===== src/rtl/multicycle_control_if.sv =====
// Controller <-> datapath bundle for the multicycle RV32I core.
// The master side is the control FSM; the slave side is the datapath.
interface multicycle_control_if;
   logic [6:0] op;
   logic       funct3_0;
   logic       EQ;
   logic       mem_ready;
   logic       PCWrite;
   logic       AdrSrc;
   logic       MemWrite;
   logic       IRWrite;
   logic [1:0] ResultSrc;
   logic [1:0] ALUSrcA;
   logic [1:0] ALUSrcB;
   logic [1:0] ALUop;
   logic       RegWrite;
   logic       instr_done;
   logic       illegal_op;

   modport master (
      input  op, funct3_0, EQ, mem_ready,
      output PCWrite, AdrSrc, MemWrite, IRWrite, ResultSrc, ALUSrcA, ALUSrcB,
             ALUop, RegWrite, instr_done, illegal_op
   );

   modport slave (
      output op, funct3_0, EQ, mem_ready,
      input  PCWrite, AdrSrc, MemWrite, IRWrite, ResultSrc, ALUSrcA, ALUSrcB,
             ALUop, RegWrite, instr_done, illegal_op
   );
endinterface


===== src/rtl/multicycle_control.sv =====
// Moore control FSM sequencing the shared multicycle RV32I datapath.
// Per-state controls are registered alongside the state; only handshake/flag qualifiers and reset are combinational.
module multicycle_control #(
   parameter int STATE_W = 4  // minimum 4
) (
   input  logic                clk,
   input  logic                rst,
   multicycle_control_if.master bus
);

   typedef enum logic [STATE_W-1:0] {
      S_FETCH, S_DECODE, S_MEMADR, S_MEMREAD, S_MEMWB, S_MEMWRITE,
      S_EXECR, S_EXECI, S_ALUWB, S_BRANCH, S_JAL, S_JALR, S_JALR2
   } state_e;

   localparam logic [6:0] OP_LOAD  = 7'b0000011;
   localparam logic [6:0] OP_STORE = 7'b0100011;
   localparam logic [6:0] OP_R     = 7'b0110011;
   localparam logic [6:0] OP_I     = 7'b0010011;
   localparam logic [6:0] OP_BR    = 7'b1100011;
   localparam logic [6:0] OP_JAL   = 7'b1101111;
   localparam logic [6:0] OP_JALR  = 7'b1100111;

   typedef struct packed {
      logic       adr_src;
      logic       mem_write;
      logic [1:0] result_src;
      logic [1:0] alu_src_a;
      logic [1:0] alu_src_b;
      logic [1:0] alu_op;
      logic       reg_write;
      logic       pc_update;
      logic       branch;
      logic       fetch;          // IRWrite/PCUpdate follow mem_ready
      logic       decode;         // illegal-opcode detection window
      logic       done;
      logic       done_on_ready;  // instr_done qualified by mem_ready
   } ctrl_t;

   state_e state_q, state_d;
   ctrl_t  ctrl_q;

   function automatic ctrl_t ctrl_of(state_e s);
      ctrl_t c;
      c = '0;
      case (s)
         S_FETCH:    begin c.alu_src_b = 2'b10; c.result_src = 2'b10; c.fetch = 1'b1; end
         S_DECODE:   begin c.alu_src_a = 2'b01; c.alu_src_b = 2'b01; c.decode = 1'b1; end
         S_MEMADR:   begin c.alu_src_a = 2'b10; c.alu_src_b = 2'b01; end
         S_MEMREAD:  c.adr_src = 1'b1;
         S_MEMWB:    begin c.result_src = 2'b01; c.reg_write = 1'b1; c.done = 1'b1; end
         S_MEMWRITE: begin c.adr_src = 1'b1; c.mem_write = 1'b1; c.done_on_ready = 1'b1; end
         S_EXECR:    begin c.alu_src_a = 2'b10; c.alu_op = 2'b10; end
         S_EXECI:    begin c.alu_src_a = 2'b10; c.alu_src_b = 2'b01; c.alu_op = 2'b10; end
         S_ALUWB:    begin c.reg_write = 1'b1; c.done = 1'b1; end
         S_BRANCH:   begin c.alu_src_a = 2'b10; c.alu_op = 2'b01; c.branch = 1'b1; c.done = 1'b1; end
         S_JAL:      begin c.alu_src_a = 2'b01; c.alu_src_b = 2'b10; c.pc_update = 1'b1; end
         S_JALR:     begin c.alu_src_a = 2'b10; c.alu_src_b = 2'b01; end
         S_JALR2:    begin c.alu_src_a = 2'b01; c.alu_src_b = 2'b10; c.pc_update = 1'b1; end
         default:    c = '0;
      endcase
      return c;
   endfunction

   always_comb begin
      state_d = S_FETCH;
      case (state_q)
         S_FETCH:    state_d = bus.mem_ready ? S_DECODE : S_FETCH;
         S_DECODE: begin
            case (bus.op)
               OP_LOAD, OP_STORE: state_d = S_MEMADR;
               OP_R:              state_d = S_EXECR;
               OP_I:              state_d = S_EXECI;
               OP_BR:             state_d = S_BRANCH;
               OP_JAL:            state_d = S_JAL;
               OP_JALR:           state_d = S_JALR;
               default:           state_d = S_FETCH;
            endcase
         end
         S_MEMADR:   state_d = (bus.op == OP_LOAD) ? S_MEMREAD : S_MEMWRITE;
         S_MEMREAD:  state_d = bus.mem_ready ? S_MEMWB : S_MEMREAD;
         S_MEMWRITE: state_d = bus.mem_ready ? S_FETCH : S_MEMWRITE;
         S_EXECR,
         S_EXECI,
         S_JAL,
         S_JALR2:    state_d = S_ALUWB;
         S_JALR:     state_d = S_JALR2;
         default:    state_d = S_FETCH;
      endcase
   end

   // NOTE: state and registered controls use <= so every flop samples pre-edge values together.
   always_ff @(posedge clk) begin
      if (rst) begin
         state_q <= S_FETCH;
         ctrl_q  <= ctrl_of(S_FETCH);
      end else begin
         state_q <= state_d;
         ctrl_q  <= ctrl_of(state_d);
      end
   end

   logic active;
   logic op_legal;
   logic illegal;

   assign active   = ~rst;
   assign op_legal = (bus.op == OP_LOAD) || (bus.op == OP_STORE) || (bus.op == OP_R) ||
                     (bus.op == OP_I) || (bus.op == OP_BR) || (bus.op == OP_JAL) ||
                     (bus.op == OP_JALR);
   assign illegal  = active & ctrl_q.decode & ~op_legal;

   // Reset gates every enable and select in the same cycle it is asserted.
   assign bus.PCWrite    = active & (ctrl_q.pc_update | (ctrl_q.fetch & bus.mem_ready) |
                                     (ctrl_q.branch & (bus.EQ ^ bus.funct3_0)));
   assign bus.IRWrite    = active & ctrl_q.fetch & bus.mem_ready;
   assign bus.AdrSrc     = active & ctrl_q.adr_src;
   assign bus.MemWrite   = active & ctrl_q.mem_write;
   assign bus.RegWrite   = active & ctrl_q.reg_write;
   assign bus.ResultSrc  = active ? ctrl_q.result_src : 2'b00;
   assign bus.ALUSrcA    = active ? ctrl_q.alu_src_a : 2'b00;
   assign bus.ALUSrcB    = active ? ctrl_q.alu_src_b : 2'b00;
   assign bus.ALUop      = active ? ctrl_q.alu_op : 2'b00;
   assign bus.illegal_op = illegal;
   assign bus.instr_done = illegal |
                           (active & (ctrl_q.done | (ctrl_q.done_on_ready & bus.mem_ready)));

endmodule


===== src/flat_wrapper.sv =====
// flat-port wrapper written by rule: the top's interface ports become plain ports
module multicycle_control_flat 
#(
   parameter int STATE_W = 4              
)
  (clk, rst, bus_op, bus_funct3_0, bus_EQ, bus_mem_ready, bus_PCWrite, bus_AdrSrc, bus_MemWrite, bus_IRWrite, bus_ResultSrc, bus_ALUSrcA, bus_ALUSrcB, bus_ALUop, bus_RegWrite, bus_instr_done, bus_illegal_op);
  multicycle_control_if bus_i ();
  input  logic clk;
  input  logic rst;
  input wire logic [$bits(bus_i.op)-1:0] bus_op;
  input wire logic [$bits(bus_i.funct3_0)-1:0] bus_funct3_0;
  input wire logic [$bits(bus_i.EQ)-1:0] bus_EQ;
  input wire logic [$bits(bus_i.mem_ready)-1:0] bus_mem_ready;
  output wire logic [$bits(bus_i.PCWrite)-1:0] bus_PCWrite;
  output wire logic [$bits(bus_i.AdrSrc)-1:0] bus_AdrSrc;
  output wire logic [$bits(bus_i.MemWrite)-1:0] bus_MemWrite;
  output wire logic [$bits(bus_i.IRWrite)-1:0] bus_IRWrite;
  output wire logic [$bits(bus_i.ResultSrc)-1:0] bus_ResultSrc;
  output wire logic [$bits(bus_i.ALUSrcA)-1:0] bus_ALUSrcA;
  output wire logic [$bits(bus_i.ALUSrcB)-1:0] bus_ALUSrcB;
  output wire logic [$bits(bus_i.ALUop)-1:0] bus_ALUop;
  output wire logic [$bits(bus_i.RegWrite)-1:0] bus_RegWrite;
  output wire logic [$bits(bus_i.instr_done)-1:0] bus_instr_done;
  output wire logic [$bits(bus_i.illegal_op)-1:0] bus_illegal_op;
  assign bus_i.op = bus_op;
  assign bus_i.funct3_0 = bus_funct3_0;
  assign bus_i.EQ = bus_EQ;
  assign bus_i.mem_ready = bus_mem_ready;
  assign bus_PCWrite = bus_i.PCWrite;
  assign bus_AdrSrc = bus_i.AdrSrc;
  assign bus_MemWrite = bus_i.MemWrite;
  assign bus_IRWrite = bus_i.IRWrite;
  assign bus_ResultSrc = bus_i.ResultSrc;
  assign bus_ALUSrcA = bus_i.ALUSrcA;
  assign bus_ALUSrcB = bus_i.ALUSrcB;
  assign bus_ALUop = bus_i.ALUop;
  assign bus_RegWrite = bus_i.RegWrite;
  assign bus_instr_done = bus_i.instr_done;
  assign bus_illegal_op = bus_i.illegal_op;
  multicycle_control #(.STATE_W(STATE_W)) u_core (.clk(clk), .rst(rst), .bus(bus_i));
endmodule

===== config.mk =====
export PLATFORM = sky130hd
export DESIGN_NAME = multicycle_control_flat
export DESIGN_NICKNAME = d
export VERILOG_FILES = /design/src/rtl/multicycle_control_if.sv /design/src/rtl/multicycle_control.sv /design/src/flat_wrapper.sv
export SDC_FILE = /design/constraint.sdc
export NUM_CORES = 1
export LEC_CHECK = 0
export BUFFER_PORTS_ARGS = -buffer_cell sky130_fd_sc_hd__buf_2
export CORE_UTILIZATION = 51
export DETAILED_ROUTE_END_ITERATION = 10
export GPL_TIMING_DRIVEN = 0
export PLACE_DENSITY_LB_ADDON = 0.1
export RECOVER_POWER = 25
export SLEW_MARGIN = 30
export SYNTH_ARGS = -nofsm -noshare
export SYNTH_HDL_FRONTEND = slang
export SYNTH_SLANG_ARGS = --single-unit

===== constraint.sdc =====
create_clock -name clk -period 2 [get_ports clk]
set_clock_uncertainty 0.05 [all_clocks]
set_input_delay 0.1 -clock clk [delete_from_list [all_inputs] [get_ports clk]]
set_output_delay 0.1 -clock clk [all_outputs]
set_load 0.01 [all_outputs]

# [After elaboration in Yosys (flattened, before gate mapping)]
# Index checks and enable logic that the tools add are counted.
[totals] register_bits=20 inputBits=12 out_inout_bits=15
[classes] eq_ne=28 muxes=22 n_bitwise=19 reduce_logical=19
[op_table] operator="equality test 4 bit, second input constant" n=8
[op_table] operator="equality test 4 x 3 -> 1 bit, second input constant" n=7
[op_table] operator="case mux 4 bit (7 select lines)" n=1
[op_table] operator="case mux 4 bit (6 select lines)" n=1
[op_table] operator="equality test 7 bit, second input constant" n=3
[op_table] operator="equality test 4 x 2 -> 1 bit, second input constant" n=4
[op_table] operator="case mux 2 bit (2 select lines)" n=4
[op_table] operator="equality test 7 x 6 -> 1 bit, second input constant" n=2
[op_table] operator="AND 1 bit" n=12
[op_table] operator="OR reduction 2 bit" n=5
[op_table] operator="2-to-1 mux 1 bit" n=9
[op_table] operator="2-to-1 mux 3 bit" n=3
[op_table] operator="OR reduction 3 bit" n=3
[op_table] operator="equality test 4 x 1 -> 1 bit, second input constant" n=2
[op_table] operator="logical NOT 4 bit" n=2
[op_table] operator="2-to-1 mux 2 bit" n=4
[op_table] operator="OR reduction 4 bit" n=2
[op_table] operator="equality test 7 x 2 -> 1 bit, second input constant" n=1
[op_table] operator="equality test 7 x 5 -> 1 bit, second input constant" n=1
[op_table] operator="logical OR 1 bit" n=6
[op_table] operator="OR reduction 5 bit" n=1
[op_table] operator="bitwise OR 1 bit" n=4
[op_table] operator="inverter 1 bit" n=2
[op_table] operator="XOR 1 bit" n=1

# [Longest topological paths before layout]
[logic_depth] ltp_word=10 ltp_mapped=8

# [Worst setup path before layout]
# No wires, ideal clock.
[synth_timing] path_kind="register to register" startpoint="register u_core.state_q[0]" endpoint="register u_core.ctrl_q[9] in the netlist's numbering" setup_ns=0.075 arrival_ns=1.576 t_required_ns=1.875 slack_ns=0.299 stages_incl_launch_ff=8 path_buffers=2 cell_sequence="dfxtp_1 -> buf_6 -> nor4b_1 -> o2111ai_1 -> o32ai_2 -> buf_4 -> or3b_1 -> a31oi_1"
[synth_via] elab_chain_cells=6
[synth_lines] element="start, declared" line_no="multicycle_control.sv:40" rtl="state_e state_q, state_d;"
[synth_lines] element="start signal, assigned" line_no="multicycle_control.sv:98" rtl="state_q <= state_d;"
[synth_lines] element="equality test 4 x 3 -> 1 bit / equality test 4 bit (equally long branches)" line_no="multicycle_control.sv:67" rtl="case (state_q)"
[synth_lines] element="OR reduction 4 bit" line_no="multicycle_control.sv:67"
[synth_lines] element="case mux 4 bit (7 select lines) (*)" line_no="multicycle_control.sv:67"
[synth_lines] element="equality test 4 x 1 -> 1 bit (tied with other cells)" line_no="multicycle_control.sv:46" rtl="case (s)"
[synth_lines] element="OR reduction 4 bit (no line) / OR reduction 3 bit (equally long branches)"
[synth_lines] element="case mux 2 bit (2 select lines) (*)" line_no="multicycle_control.sv:46"
[synth_lines] element="end signal, assigned" line_no="multicycle_control.sv:96" rtl="ctrl_q <= ctrl_of(S_FETCH);"
[synth_lines] element="end signal, assigned" line_no="multicycle_control.sv:99" rtl="ctrl_q <= ctrl_of(state_d);"
[synth_lines] element="end, declared" line_no="multicycle_control.sv:41" rtl="ctrl_t ctrl_q;"
# Every way passes the cells marked *; elsewhere a longest branch is shown, timed or not.
# A chain may end at the register's enable or synchronous reset.

# [Final worst setup path]
[layout_timing] startpoint="register u_core.state_q[1]" endpoint="register u_core.ctrl_q[9] in the netlist's numbering"
# Same word-level chain as after synthesis.

==> impl_metrics.csv <==
group,metric,value,unit
yosys,ys_warn_count,0,
yosys,async_flop_share,0,%
timing,slew_viol_final,0,
timing,setup_viol,0,
grt,antenna_found_initial,0,
yosys,yosysTopAreaCell,"dfxtp_1",
place,portBuffers,26,
cells_and_area,diodes,0,
cells_and_area,final_util,69.44,%
cts,cts-root-buf,"clkbuf_4",
pwr,ir_worst_vdd,374.2,µV
cells_and_area,final_cell_mix,"buf_2 (21), dfxtp_1 (18), nor2b_1 (12)",
pwr,switchingPower,0.1733,mW
cts,clk_path_buf_depth,2,
worst_setup_path,critPathMaxFanout,10,
routing,avgViaCountPerCell,5.642,
cts,clock_latency,0.30,ns
routing,final_antenna_net_count,0,
cells_and_area,fillers,150,
hold_path,min_from,"bus_op[3]",
yosys,ys_seq_area_share,35.25,%
timing,layout_min_cycle_time,1.947,ns
routing,first_pass_iters,4,
pwr,p_sw_share,25.05,%
grt,track_usage,21.02,%
hold_path,hold_path_class,"primary input to flop",
floorplanning,die_x,46.77,µm
cts,clock_sinks,18,
run,maxCapViolations,0,
pwr,power_frac_seq,53.3,%
pwr,power_frac_clock,32.1,%
routing,vias,1010,
yosys,avgSynthCellArea,8.448,µm²
yosys,ys_seq_elements,18,
grt,grt_max_degree,11,
floorplanning,die_h,46.77,µm
pwr,leakagePower,0.5003,nW
yosys,synth.cell_area,1022,µm²
cts,path_clk_slew,0.10,ns
floorplanning,start_util,56.74,%
floorplanning,core-area,1802,µm²
yosys,netlist.area_leader.share,35.25,%
timing,hold_viol_final,0,
cells_and_area,final_common_cell,"buf_2",
cells_and_area,area_growth,22.40,%
yosys,synth_cell_types,48,
yosys,synth_nets,133,
yosys,ys.flop_type,"dfxtp_1",
pwr,p_per_area,553.1,nW/µm²
routing,drc,0,
timing,maxSlewHeadroom,69.03,%
worst_setup_path,worstPathRequired,2.17,ns
cts,cts_tree,"built",
floorplanning,dieArea,2187,µm²
routing,initialDrtViolationCount,48,
yosys,synth-edff-count,0,
grt,grt_pass1_vias,738,
worst_setup_path,regToRegStartpoint,"u_core.state_q[1]",
pwr,combPwrFrac,14.7,%
timing,fin_crit_sh,97.33,%
cells_and_area,nets,167,
routing,wl_per_cell,12.85,µm
cells_and_area,register_area,360.3,µm²
floorplanning,ios,27,
timing,fmax,513.7,MHz
timing,setup_tns,0,ns
worst_setup_path,crit_arrival,2.12,ns
place,place_congestion,0.8402,
cts,htreeDepth,1,
timing,worstMarginPinSlew,0.4645,ns
yosys,synthTopCellsByArea,"dfxtp_1 (35%), nor2b_1 (7.3%), nor2_1 (4.0%), a31oi_1 (3.1%), a21oi_1 (2.9%)",
floorplanning,row_count,15,
worst_setup_path,critPathKind,"flop to flop",
cells_and_area,drive_gt1_share,25.32,%
routing,wirelength,2.301,mm
worst_setup_path,critPathCaptureType,"flop",
cts,cts_buffers,3,
yosys,synthCells,121,
pwr,p_int,0.5187,mW
worst_setup_path,critPathLaunch,"u_core.state_q[1]",
cells_and_area,multi_input_area,613.1,µm²
run_status,status,"completed",
grt,grt_pass1_wl,3.277,mm
grt,overflow,0,
worst_setup_path,start_kind,"flop",
place,place_hpwl,1.581,mm
==> layout make-up <==
class                   count  share of cell area (%)
well taps                  25                   2.500
repair buffers             29                   11.40
clock buffers               4                   2.900
plain buffers               8                   3.900
flip-flops and latches     18                   28.80
inverters                   5                   1.500
multi-input cells          90                   49.00
==> kinds of logic after synthesis <==
logic type | synth area share [%]
AND/OR/NAND/NOR | 35.25
AO/OA/AOI/OAI | 21.18
flip-flops | 35.25
buffers and inverters | 6.609
XOR/XNOR | 1.714
==> power groups by stage <==
stage | combinational, mW | sequential (mW) | clock, mW
CTS | 0.0981 | 0.369 | 0.221
detailed placement | 0.0975 | 0.377 | 0
floorplan | 0.0599 | 0.376 | 0
finish | 0.102 | 0.369 | 0.222
global placement | 0.0970 | 0.377 | 0
global route | 0.112 | 0.369 | 0.245
==> registers in the layout (all words and copies together), names as in the netlist <==
register        cells
u_core.state_q      4
u_core.ctrl_q      14
==> what timing repair did <==
action                                  in CTS  in global routing
endpoints found under the setup margin       0                  3
resized for setup                            0                  3
hold buffers                                 0                  0
setup buffers                                0                  3
==> metal layers <==
metal	wire (µm)	up-vias	global-route usage (%)
met2	1059	45	30.83
met4	51	0	5.143
met3	138	7	4.615
met5	0	-	0
li1	-	503	-
met1	1052	455	31.35
==> cell usage after synthesis (2+ instances only) <==
| cell type | n |
|---|---|
| buf_2 | 3 |
| nand3b_1 | 3 |
| nor2b_1 | 12 |
| o21bai_1 | 2 |
| inv_1 | 5 |
| nand2b_1 | 4 |
| a21oi_1 | 6 |
| buf_4 | 2 |
| nand2_1 | 6 |
| o21ai_1 | 2 |
| nor2_1 | 11 |
| and2_1 | 2 |
| a31oi_1 | 5 |
| clkbuf_1 | 2 |
| nor4_1 | 3 |
| dfxtp_1 | 18 |
| and3_1 | 2 |
| nor3_1 | 3 |
==> worst paths after layout <==
path / to / slack (ns) / cells past startpoint
worst max-delay path: u_core.ctrl_q[9] / 0.05 / 7
worst min-delay path: u_core.ctrl_q[12] / 0.04 / 4
worst max register to register: u_core.ctrl_q[9] / 0.05 / 7
worst min register to register: u_core.ctrl_q[2] / 0.74 / 4
==> through the flow <==
stage	setup WS [ns]	hold slack [ns]	instance area, µm²	instances	power, mW
detailed placement	0.1126	0.3364	1184	172	0.4745
finish	0.05340	0.04135	1251	179	0.6920
global route	-0.08860	0.06792	1251	179	0.7270
floorplan	0.2990	0.1302	1022	121	0.4361
global placement	0.1394	0.3348	1184	172	0.4735
CTS	0.08610	0.02301	1220	176	0.6881
==> worst max-delay path, stage by stage (launching register included) <==
cell,delay [ns]
dfxtp_1,0.34
buf_2,0.20
nor4b_2,0.22
o2111ai_1,0.16
o32ai_2,0.14
buf_4,0.22
or3b_1,0.36
a31oi_1,0.18
(Power assumes the default switching activity.)
